<file path="config.mk">
export PLATFORM = sky130hd
export DESIGN_NAME = mc_act_arb_ap
export DESIGN_NICKNAME = d
export VERILOG_FILES = /design/src/rtl/mc_act_arb_ap.sv
export SDC_FILE = /design/constraint.sdc
export NUM_CORES = 1
export LEC_CHECK = 0
export BUFFER_PORTS_ARGS = -buffer_cell sky130_fd_sc_hd__buf_2
export CORE_MARGIN = 8
export CORE_UTILIZATION = 40
export DETAILED_ROUTE_END_ITERATION = 10
export PLACE_DENSITY = 0.64
export RECOVER_POWER = 100
export SYNTH_ARGS = -nofsm -noshare
export SYNTH_HDL_FRONTEND = slang
export SYNTH_SLANG_ARGS = --single-unit
</file>
<file path="constraint.sdc">
create_clock -name clk -period 3.1 [get_ports clk]
set_input_delay 0.62 -clock clk [delete_from_list [all_inputs] [get_ports clk]]
set_output_delay 0.62 -clock clk [all_outputs]
set_load 0.02 [all_outputs]
</file>
<file path="src/rtl/mc_act_arb_ap.sv">
`default_nettype none
// ============================================================================
// Module   : mc_act_arb_ap
// Brief    : 4-way round-robin activate arbiter with tRRD spacing and optional
//            tFAW four-activate window (enabled by MC_ACT_ARB_FAW_EN).
// Revision : 1.0 - initial release
// ============================================================================
module mc_act_arb_ap #(
    parameter int TRRD  = 4,
    parameter int TFAW  = 16,
    parameter int CNT_W = 4
) (
    input  logic       clk,
    input  logic       rst,
    input  logic [3:0] req,
    input  logic       inhibit,
    output logic [3:0] sel,
    output logic       actVld,
    output logic [1:0] rrPtr,
    output logic       fawBlk
);

    localparam logic [CNT_W-1:0] c_rrd_load = CNT_W'(TRRD - 1);

    logic [CNT_W-1:0] r_rrd_cnt;
    logic             w_rrd_ok;
    logic             w_faw_ok;
    logic             w_grant;
    logic [3:0]       w_rot;
    logic [1:0]       w_off;
    logic [1:0]       w_win;

    generate
        if (TRRD < 1 || TRRD > 15 || TFAW < 4 || TFAW > 64 || (2 ** CNT_W) <= TRRD) begin : g_bad_param
            $error("mc_act_arb_ap: illegal TRRD/TFAW/CNT_W combination");
        end
    endgenerate

    assign w_rrd_ok = (r_rrd_cnt == '0);

    // Rotate so bit 0 is the current highest-priority slot, then pick the first set bit.
    always_comb begin
        w_rot = req;
        case (rrPtr)
            2'd0:    w_rot = req;
            2'd1:    w_rot = {req[0], req[3:1]};
            2'd2:    w_rot = {req[1:0], req[3:2]};
            default: w_rot = {req[2:0], req[3]};
        endcase
        w_off = 2'd3;
        if (w_rot[0])      w_off = 2'd0;
        else if (w_rot[1]) w_off = 2'd1;
        else if (w_rot[2]) w_off = 2'd2;
    end

    assign w_win   = rrPtr + w_off;
    assign w_grant = (req != 4'b0000) && !inhibit && w_rrd_ok && w_faw_ok;

    always_ff @(posedge clk or posedge rst) begin
        if (rst) begin
            sel       <= 4'b0000;
            actVld    <= 1'b0;
            rrPtr     <= 2'd0;
            r_rrd_cnt <= '0;
        end else begin
            actVld <= w_grant;
            if (w_grant) begin
                sel       <= 4'b0001 << w_win;
                rrPtr     <= w_win + 2'd1;
                r_rrd_cnt <= c_rrd_load;
            end else begin
                sel <= 4'b0000;
                if (r_rrd_cnt != '0) begin
                    r_rrd_cnt <= r_rrd_cnt - CNT_W'(1);
                end
            end
        end
    end

`ifdef MC_ACT_ARB_FAW_EN
    localparam int c_hist_d = TFAW - 1;

    // r_hist[0] mirrors actVld, so the window spans the current cycle and TFAW-2 before it.
    logic [c_hist_d-1:0] r_hist;
    logic [2:0]          r_faw_cnt;

    assign w_faw_ok = (r_faw_cnt < 3'd4);
    assign fawBlk   = (req != 4'b0000) && !inhibit && w_rrd_ok && !w_faw_ok;

    always_ff @(posedge clk or posedge rst) begin
        if (rst) begin
            r_hist    <= '0;
            r_faw_cnt <= 3'd0;
        end else begin
            r_hist <= {r_hist[c_hist_d-2:0], w_grant};
            case ({w_grant, r_hist[c_hist_d-1]})
                2'b10: begin
                    if (r_faw_cnt != 3'd7) r_faw_cnt <= r_faw_cnt + 3'd1;
                end
                2'b01: begin
                    if (r_faw_cnt != 3'd0) r_faw_cnt <= r_faw_cnt - 3'd1;
                end
                default: ;
            endcase
        end
    end
`else
    assign w_faw_ok = 1'b1;
    assign fawBlk   = 1'b0;
`endif

endmodule
`default_nettype wire

</file>
; After elaboration in Yosys (flattened, before gate mapping)
; Cells that the tools add are included.
[op_classes]
addsub = 3
n_eq_ne = 2
shifts = 1
mux = 7
n_reduce_logical = 8
[op_table]
columns = cell, count
row1 = $mux 4, 3
row2 = $pmux 3 s3, 1
row3 = $reduce_bool 4->1, 2
row4 = $logic_not 4->1, 1
row5 = $mux 2, 2
row6 = $shl 1x2->4 const A, 1
row7 = $sub 4x1->4 const B, 1
row8 = $add 2x1->2 const B, 1
row9 = $add 2x2->2, 1
row10 = $eq 2x1->1 const B, 1
row11 = $eq 2x2->1 const B, 1
row12 = $logic_and 1x1->1, 2
row13 = $logic_not 2->1, 1
row14 = $reduce_bool 2->1, 1
row15 = $logic_not 1->1, 1
row16 = $mux 1, 1
[totals]
regBits = 11
input_bits = 7
out_inout_bits = 8
wordCells = 25

; Longest topological paths before layout
; Gate-level depths: netlist (run 1).
[depth]
ltp_word = 8
mapped_depth = 9
mapped_depth_nobuf = 9

; Worst setup path after synthesis (run 1)
; No wires, ideal clock.
[synth_path]
kind = input-to-reg
start = input port req[3]
end = register rrPtr[1]
setup_ns = 0.134
arrival_time_ns = 1.867
t_required_ns = 2.966
slack_ns = 1.099
path_stages = 8
path_buffers = 0
cell_sequence = nand2b_1 -> o221ai_1 -> o21a_1 -> ha_1 -> xnor2_1 -> and3_1 -> o21ai_1 -> xnor2_1
[synth_between]
elab_chain_cells = 6
elab_cells_between_ends = 9
classes_between = add/sub (2) / mux (4) / reduce/logical (3)
[synth_lines]
columns = element, line
row1 = from (decl), 15  ; input logic [3:0] req,
row2 = $pmux 3 s3, 44  ; case (rrPtr)
row3 = $mux 1, 53  ; else if (w_rot[2]) w_off = 2'd2;
row4 = $mux 2, 52  ; else if (w_rot[1]) w_off = 2'd1;
row5 = $mux 2, 51  ; if (w_rot[0]) w_off = 2'd0;
row6 = $add 2x2->2, 56  ; assign w_win = rrPtr + w_off;
row7 = $add 2x1->2, 69  ; rrPtr <= w_win + 2'd1;
row8 = to (signal assigned), 69
row9 = to (decl), 19  ; output logic [1:0] rrPtr,
; Parallel ways exist; a longest one is shown, timed or not.
; A chain may end at the register's enable or synchronous reset.

; Worst setup path after layout (run 1)
[layout_path]
start = register rrPtr[1]
end = register rrPtr[1]
[layout_between]
elab_chain_cells = 7
elab_cells_between_ends = 9
classes_between = add/sub (2) / eq/ne (2) / mux (4) / reduce/logical (1)
[layout_lines]
columns = element, line
row1 = "$eq 2x2->1, or another cell as far along", 44
row2 = $pmux 3 s3, 44
row3 = $mux 1, 53
row4 = $mux 2, 52
row5 = $mux 2, 51
row6 = $add 2x2->2 (*), 56
row7 = $add 2x1->2 (*), 69
; Mark *: on every way between the ends. The rest lies on a longest branch, timed or not.

==> results of run 1 <==
## kinds of logic after synthesis
group | synth area share
flip-flops | 0.452
adder cells (fa/ha/maj) | 0.0616
XOR/XNOR | 0.0862
other | 0.00615
AND/OR/NAND/NOR | 0.189
buffers and inverters | 0.0493
AO/OA/AOI/OAI | 0.156
## metal layers
layer,global-route usage,share of wire
met3,0.0321,0.038
met2,0.149,0.51
met5,0,0
met1,0.0970,0.42
met4,0.0720,0.034
## registers in the layout, indices dropped and copies added, names as in the netlist
| register | cells |
|---|---|
| r_rrd_cnt | 4 |
| actVld | 1 |
| sel | 4 |
| rrPtr | 2 |
## worst min path at each step
stage | from | to | slack (ns) | depth (start not counted)
final | rst | sel[1] | 0.32 | 2
after global routing | rst | sel[3] | 0.36 | 2
after CTS | rst | sel[1] | 0.33 | 2
after detailed placement | r_rrd_cnt[0] | r_rrd_cnt[0] | 0.49 | 1
after global placement | r_rrd_cnt[3] | r_rrd_cnt[3] | 0.50 | 1
after floorplan | r_rrd_cnt[0] | r_rrd_cnt[0] | 0.45 | 1
## through the flow
stage / instances / utilization / total power [µW] / hold WS [ns]
2_1_floorplan: 62 / - / 553 / 0.453
3_3_place_gp: 90 / 0.467 / 628 / 0.496
3_5_place_dp: 90 / 0.467 / 642 / 0.493
4_1_cts: 94 / 0.485 / 739 / 0.330
5_1_grt: 94 / 0.475 / 794 / 0.362
6_report: 94 / 0.475 / 722 / 0.324
## worst reg2reg max path, stage by stage, from the launching register on
cell	delay, ns
sky130_fd_sc_hd__dfrtp_1	0.48
sky130_fd_sc_hd__inv_1	0.09
sky130_fd_sc_hd__a21boi_0	0.16
sky130_fd_sc_hd__o221ai_1	0.14
sky130_fd_sc_hd__o21a_1	0.13
sky130_fd_sc_hd__ha_1	0.34
sky130_fd_sc_hd__xnor2_1	0.16
sky130_fd_sc_hd__and3_1	0.18
sky130_fd_sc_hd__o21ai_0	0.20
sky130_fd_sc_hd__xnor2_1	0.14
## final cells by class
type | instances | area, µm²
clock buffers | 4 | 26.3
well taps | 16 | 20.0
multi-input cells | 44 | 299
repair buffers | 13 | 56.3
fillers | 155 | 772
flip-flops and latches | 11 | 275
inverters | 6 | 22.5
## report_power, final
part	internal [µW]	switching [µW]	total (µW)
Combinational	170	212	382
Sequential	192	50.7	243
Clock	49.9	47.6	97.5
Total	412	310	722
## cells in the mapped netlist, drive strengths merged
library cell | number | area (µm²)
a21boi | 2 | 15.0
a21o | 1 | 7.51
a21oi | 3 | 15.0
and2 | 2 | 15.0
and3 | 1 | 6.26
buf | 1 | 7.51
conb | 1 | 3.75
dfrtp | 11 | 275
ha | 3 | 37.5
inv | 6 | 22.5
nand2 | 3 | 11.3
nand2b | 1 | 6.26
nor2 | 6 | 22.5
nor3 | 2 | 15.0
nor3b | 2 | 20.0
nor4 | 1 | 6.26
o21a | 2 | 15.0
o21ai | 2 | 10.0
o221ai | 3 | 26.3
o22ai | 1 | 6.26
or2 | 1 | 6.26
or3 | 1 | 6.26
xnor2 | 5 | 43.8
xor2 | 1 | 8.76
==> implementation parameters, run 1 <==
Parameter                              Value

Timing
  Period utilisation layout ... 0.676
  Maximum achievable frequency ... roughly 480 MHz
  Final WS setup ... 1.01 ns
  Min cycle time layout ... 2.09 ns
  Final clock skew ... 0.000700 ns
  Final-report max-slew violation count ... 0
  Relative slew margins ... 0.609
  Setup repair after global routing missed its margin ... no
  Final setup violation count ... 0
  Number of failing hold endpoints at the final stage ... 0
  Final sum of negative setup slack ... 0 ns
  Slew of the pin with the lowest slew margin ... 0.583 ns

Synth
  Synth cell types ... 28
  Number of warning messages in the yosys log ... 0
  Summed instance area of the synthesized netlist ... slightly above 600 µm²
  Post-synthesis sequential area ratio ... 0.452
  Mean Syn Cell Area ... 9.83 µm²
  Post-synthesis sequential element count ... 11
  Gate count of the mapped netlist ... 62
  Number of nets in the synthesized netlist ... 72

Setup path
  Most used cell along the critical path ... sky130_fd_sc_hd__xnor2_1
  Critical path capture point ... rrPtr[1]
  Signal arrival time at the worst endpoint ... 2.29 ns
  Critical Path, Cell by Cell ... inv_1 > a21boi_0 > o221ai_1 > o21a_1 > ha_1 > xnor2_1 > and3_1 > o21ai_0 > xnor2_1
  Terminus of the critical flop-to-flop path ... rrPtr[1]
  CP endpoint kind ... flip-flop
  Critical-path top delay cell ... sky130_fd_sc_hd__dfrtp_1
  Buffers plus inverters on the worst setup path ... 1
  First element of the critical path ... rrPtr[1]
  Maximum fanout along the worst path ... 7
  Data required time at the worst endpoint ... 3.29 ns
  Depth of the worst register-to-register path ... 9
  Beginning of the worst register-to-register path ... rrPtr[1]
  Register-to-register path setup slack ... ~1.0 ns
  Levels on crit path ... 9
  Delay of the slowest cell on the worst path ... roughly 0.48 ns
  Family of cells with the greatest summed delay on the critical path ... compound AO/OA/AOI/OAI gates
  Critical path class ... flip-flop to flip-flop
  Type of origin of the critical path ... flip-flop

Floorplanning
  Total I/O pin count ... 15
  Height of the die ... 55.0 µm
  Die Width ... 55.0 µm
  Area enclosed by the die boundary ... around 3000 µm²
  Initial cell density of the core ... 0.414
  Placeable core region ... roughly 1500 µm²
  Number of placement rows ... 14

Run
  Number of max-cap violations ... 0

Clocking
  TritonCTS buffer count ... 3
  Quantity of hold-fixing buffers added after cts ... 0
  Clock H-tree levels ... 1
  Buffer cell driving the clock tree root ... sky130_fd_sc_hd__clkbuf_4
  Resize count post-CTS ... 0
  Worst-Skew Late Latency ... 0.27 ns
  Clock Path Buffers ... 2
  CTS tree ... built
  TritonCTS Sinks ... 11
  Setup fix buffers added after clock tree synthesis ... 0
  CTS clk-pin slew, worst paths ... 0.07 ns

Detailed routing
  DRT antenna net count ... 0
  DR pass1 iterations ... 3
  DRC violations left ... 0
  Number of DRC markers after the initial detailed-route iteration ... 5
  Total number of vias ... just under 500
  Ratio of routed vias to standard cells ... 5.16
  Detailed-route wire length per cell ... 12.4 µm
  Total wire length ... 1.17 mm

Global routing
  Antenna violations before repair ... 0
  Global-route usage over all layers ... 0.0926
  Via count of the first global-routing pass ... 488
  Maximum number of pins on one net before global-route repair ... 12
  Congestion Overflow GR ... 0
  Global-route wire length before repair ... between 1.5 and 2 mm

Cells and area
  Layout overhead on the synthesized area ... 14.8%
  Post-layout nets ... 89
  Area of all placed cells without fillers ... 699 µm²
  Commonest non-fill, non-tap cell in the layout ... sky130_fd_sc_hd__dfrtp_1
  Highest-count cells in the layout ignoring fill and taps ... sky130_fd_sc_hd__dfrtp_1 (11), sky130_fd_sc_hd__clkbuf_1 (8), sky130_fd_sc_hd__nor2_1 (6), sky130_fd_sc_hd__inv_1 (6), sky130_fd_sc_hd__buf_2 (6)
  Share of cells above drive strength 1 ... 0.141
  Diodes inserted ... 0

Power
  Power per Cell Area ... around 1000 nW/µm²
  Cell leakage power ... 0.000329 µW
  Maximum vdd ir drop ... 0.645 mV

Status
  Result of the run ... completed

Placed design
  Routability Congestion ... slightly above 0.8
  Post-place setup slack ... 0.839 ns
  DPL Wire Length ... 920 µm
  Area after DPL ... 687 µm²
  IO buf count ... 13

Min path
  Type of the tightest min-delay check ... input port to async pin
No activity file was read; power rests on OpenSTA's default activity.
==> inputs of run 2 (changes only) <==
- PLACE_DENSITY: 0.64 -> 0.66
- clock period: 3.1 -> 1.8 ns (I/O delays scaled with it)
==> implementation parameters, run 2 (synthesized netlist as in run 1, its figures left out) <==
Parameter                              Value

Cells and area
  Finished Layout Cells ... 101 (was 94)
  Diodes inserted ... 0 (unchanged)
  Share of the core filled with cells in the final layout ... 0.534 (was 0.475)
  Layout overhead on the synthesized area ... 29.0% (was 14.8%)
  Total of fill cells in the finished design ... 141 (was 155)
  Highest-count cells in the layout ignoring fill and taps ... sky130_fd_sc_hd__dfrtp_1 (10), sky130_fd_sc_hd__clkbuf_1 (8), sky130_fd_sc_hd__buf_4 (7), sky130_fd_sc_hd__nor2_1 (6), sky130_fd_sc_hd__buf_2 (6) (was sky130_fd_sc_hd__dfrtp_1 (11), sky130_fd_sc_hd__clkbuf_1 (8), sky130_fd_sc_hd__nor2_1 (6), sky130_fd_sc_hd__inv_1 (6), sky130_fd_sc_hd__buf_2 (6))
  Area of all placed cells without fillers ... 786 µm² (was 699 µm²)
  Registers with the highest flip-flop counts ... r_rrd_cnt: 4 flops, sel: 4 flops, rrPtr: 2 flops (unchanged)
  Share of cells above drive strength 1 ... 0.294 (was 0.141)
  Commonest non-fill, non-tap cell in the layout ... sky130_fd_sc_hd__dfrtp_1 (unchanged)
  Post-layout nets ... 96 (was 89)

Setup path
  Type of origin of the critical path ... flip-flop (unchanged)
  Signal arrival time at the worst endpoint ... 1.92 ns (was 2.29 ns)
  Data required time at the worst endpoint ... 1.95 ns (was 3.29 ns)
  Critical Path, Cell by Cell ... inv_2 > a21boi_2 > o221ai_1 > o21a_1 > ha_4 > xnor2_2 > a21oi_1 > o21ai_2 > xnor2_1 (was inv_1 > a21boi_0 > o221ai_1 > o21a_1 > ha_1 > xnor2_1 > and3_1 > o21ai_0 > xnor2_1)
  Maximum fanout along the worst path ... 4 (was 7)
  Delay of the slowest cell on the worst path ... 0.43 ns (was 0.48 ns)
  Critical-path top delay cell ... sky130_fd_sc_hd__dfrtp_2 (was sky130_fd_sc_hd__dfrtp_1)
  CP endpoint kind ... flip-flop (unchanged)
  Critical path class ... flip-flop to flip-flop (unchanged)

Detailed routing
  Ratio of routed vias to standard cells ... 5.08 (was 5.16)
  DRT antenna net count ... 0 (unchanged)
  Total number of vias ... 513 (was 485)
  Number of DRC markers after the initial detailed-route iteration ... 7 (was 5)
  Detailed-route wire length per cell ... 12.5 µm (was 12.4 µm)
  DR pass1 iterations ... 4 (was 3)
  DRC violations left ... 0 (unchanged)
  Total wire length ... 1.26 mm (was 1.17 mm)

Power
  Maximum vdd ir drop ... 1.15 mV (was 0.645 mV)
  Power, Total ... 1440 µW (was 722 µW)
  Power per Cell Area ... 1840 nW/µm² (was 1030 nW/µm²)
  Cell leakage power ... 0.000367 µW (was 0.000329 µW)

Clocking
  Buffer cell driving the clock tree root ... sky130_fd_sc_hd__clkbuf_4 (unchanged)
  TritonCTS buffer count ... 3 (unchanged)
  TritonCTS Sinks ... 11 (unchanged)
  Clock Path Buffers ... 2 (unchanged)
  CTS clk-pin slew, worst paths ... 0.07 ns (about the same)
  CTS tree ... built (unchanged)
  Worst-Skew Late Latency ... 0.26 ns (was 0.27 ns)
  Clock H-tree levels ... 1 (unchanged)
  Quantity of hold-fixing buffers added after cts ... 0 (unchanged)

Placed design
  Routability Congestion ... 0.773 (was 0.811)
  IO buf count ... 13 (unchanged)
  Post-Place Cells ... 96 (was 90)
  DPL Wire Length ... 986 µm (was 920 µm)
  Post-place setup slack ... -0.127 ns (was 0.839 ns)
  Area after DPL ... 746 µm² (was 687 µm²)

Timing
  Maximum achievable frequency ... 564 MHz (was 478 MHz)
  Min cycle time layout ... 1.77 ns (was 2.09 ns)
  Final-report max-slew violation count ... 0 (unchanged)
  Final setup violation count ... 0 (unchanged)
  Period utilisation layout ... 0.985 (was 0.676)
  Number of failing hold endpoints at the final stage ... 0 (unchanged)
  Setup repair after global routing missed its margin ... yes (was no)
  Final WS setup ... 0.0279 ns (was 1.01 ns)
  Final clock skew ... 0.00472 ns (was 0.000700 ns)

Floorplanning
  Height of the die ... 55.0 µm (unchanged)
  Initial cell density of the core ... 0.414 (unchanged)
  Placeable core region ... 1470 µm² (unchanged)
  Die Width ... 55.0 µm (unchanged)
  Number of placement rows ... 14 (unchanged)
  Area enclosed by the die boundary ... 3030 µm² (unchanged)
  Total I/O pin count ... 15 (unchanged)

Global routing
  Busiest layer in global routing ... met2 (unchanged)
  Antenna violations before repair ... 0 (unchanged)
  Via count of the first global-routing pass ... 515 (was 488)
  Global-route wire length before repair ... 2.04 mm (was 1.97 mm)
  Met2 Use GR ... 0.157 (was 0.149)
  Global-route usage over all layers ... 0.0964 (was 0.0926)
  Met1 capacity usage during global routing ... 0.105 (was 0.0970)
  Congestion Overflow GR ... 0 (unchanged)
  Maximum number of pins on one net before global-route repair ... 12 (unchanged)
  Met3 track demand over resource in global routing ... 0.0187 (was 0.0321)

Status
  Result of the run ... completed (unchanged)

Min path
  Type of the tightest min-delay check ... input port to async pin (unchanged)

Run
  Number of max-cap violations ... 0 (unchanged)
## run 2: metal layers
| metal | up-vias | routed length, µm |
|---|---|---|
| li1 | 255 | - |
| met1 | 244 | 514 |
| met2 | 12 | 679 |
| met3 | 2 | 40 |
| met4 | 0 | 27 |
| met5 | - | 0 |
## run 2: power breakdown
| part | internal [µW] | switching [µW] |
|---|---|---|
| logic | 429 | 442 |
| clock network | 85.6 | 77.8 |
| registers | 334 | 74.0 |
## run 2: critical path, delay by kind of cell (launching register included)
family | cells | cell delay (ns)
xor+xnor | 2 | 0.26
compound gates | 5 | 0.66
buf+inv | 1 | 0.07
fa+ha+maj | 1 | 0.22
flops | 1 | 0.43
## run 2: final cells by class
class                   instances  area, µm²  share of cell area
clock buffers                   4       26.3              0.0334
inverters                       6       22.5              0.0287
multi-input cells              44        332               0.422
flip-flops and latches         11        277               0.352
well taps                      16       20.0              0.0255
repair buffers                 20        109               0.139
## run 2: through the flow
step / TNS (ns) / hold WS [ns]
after floorplan: 0 / 0.212
after global placement: -0.0604 / 0.362
after detailed placement: -0.127 / 0.372
after CTS: 0 / 0.0851
after global routing: -0.0549 / 0.106
final: 0 / 0.0735
## run 2: what timing repair did
| item | 4_1_cts | 5_1_grt |
|---|---|---|
| hold endpoints to repair | 0 | 0 |
| endpoints found under the setup margin | 1 | 1 |
| setup buffers | 1 | 0 |
| gates resized for setup | 2 | 1 |
## run 2: worst paths after layout
kind | start | endpoint | slack (ns) | cells after the start
max | rrPtr[1] | rrPtr[1] | 0.03 | 9
min | rst | r_rrd_cnt[2] | 0.07 | 2
max reg2reg | rrPtr[1] | rrPtr[1] | 0.03 | 9
min reg2reg | r_rrd_cnt[0] | r_rrd_cnt[0] | 0.50 | 1
max in group asynchronous | rst | rrPtr[1] | 1.41 | 2
min in group clk | inhibit | actVld | 0.32 | 2
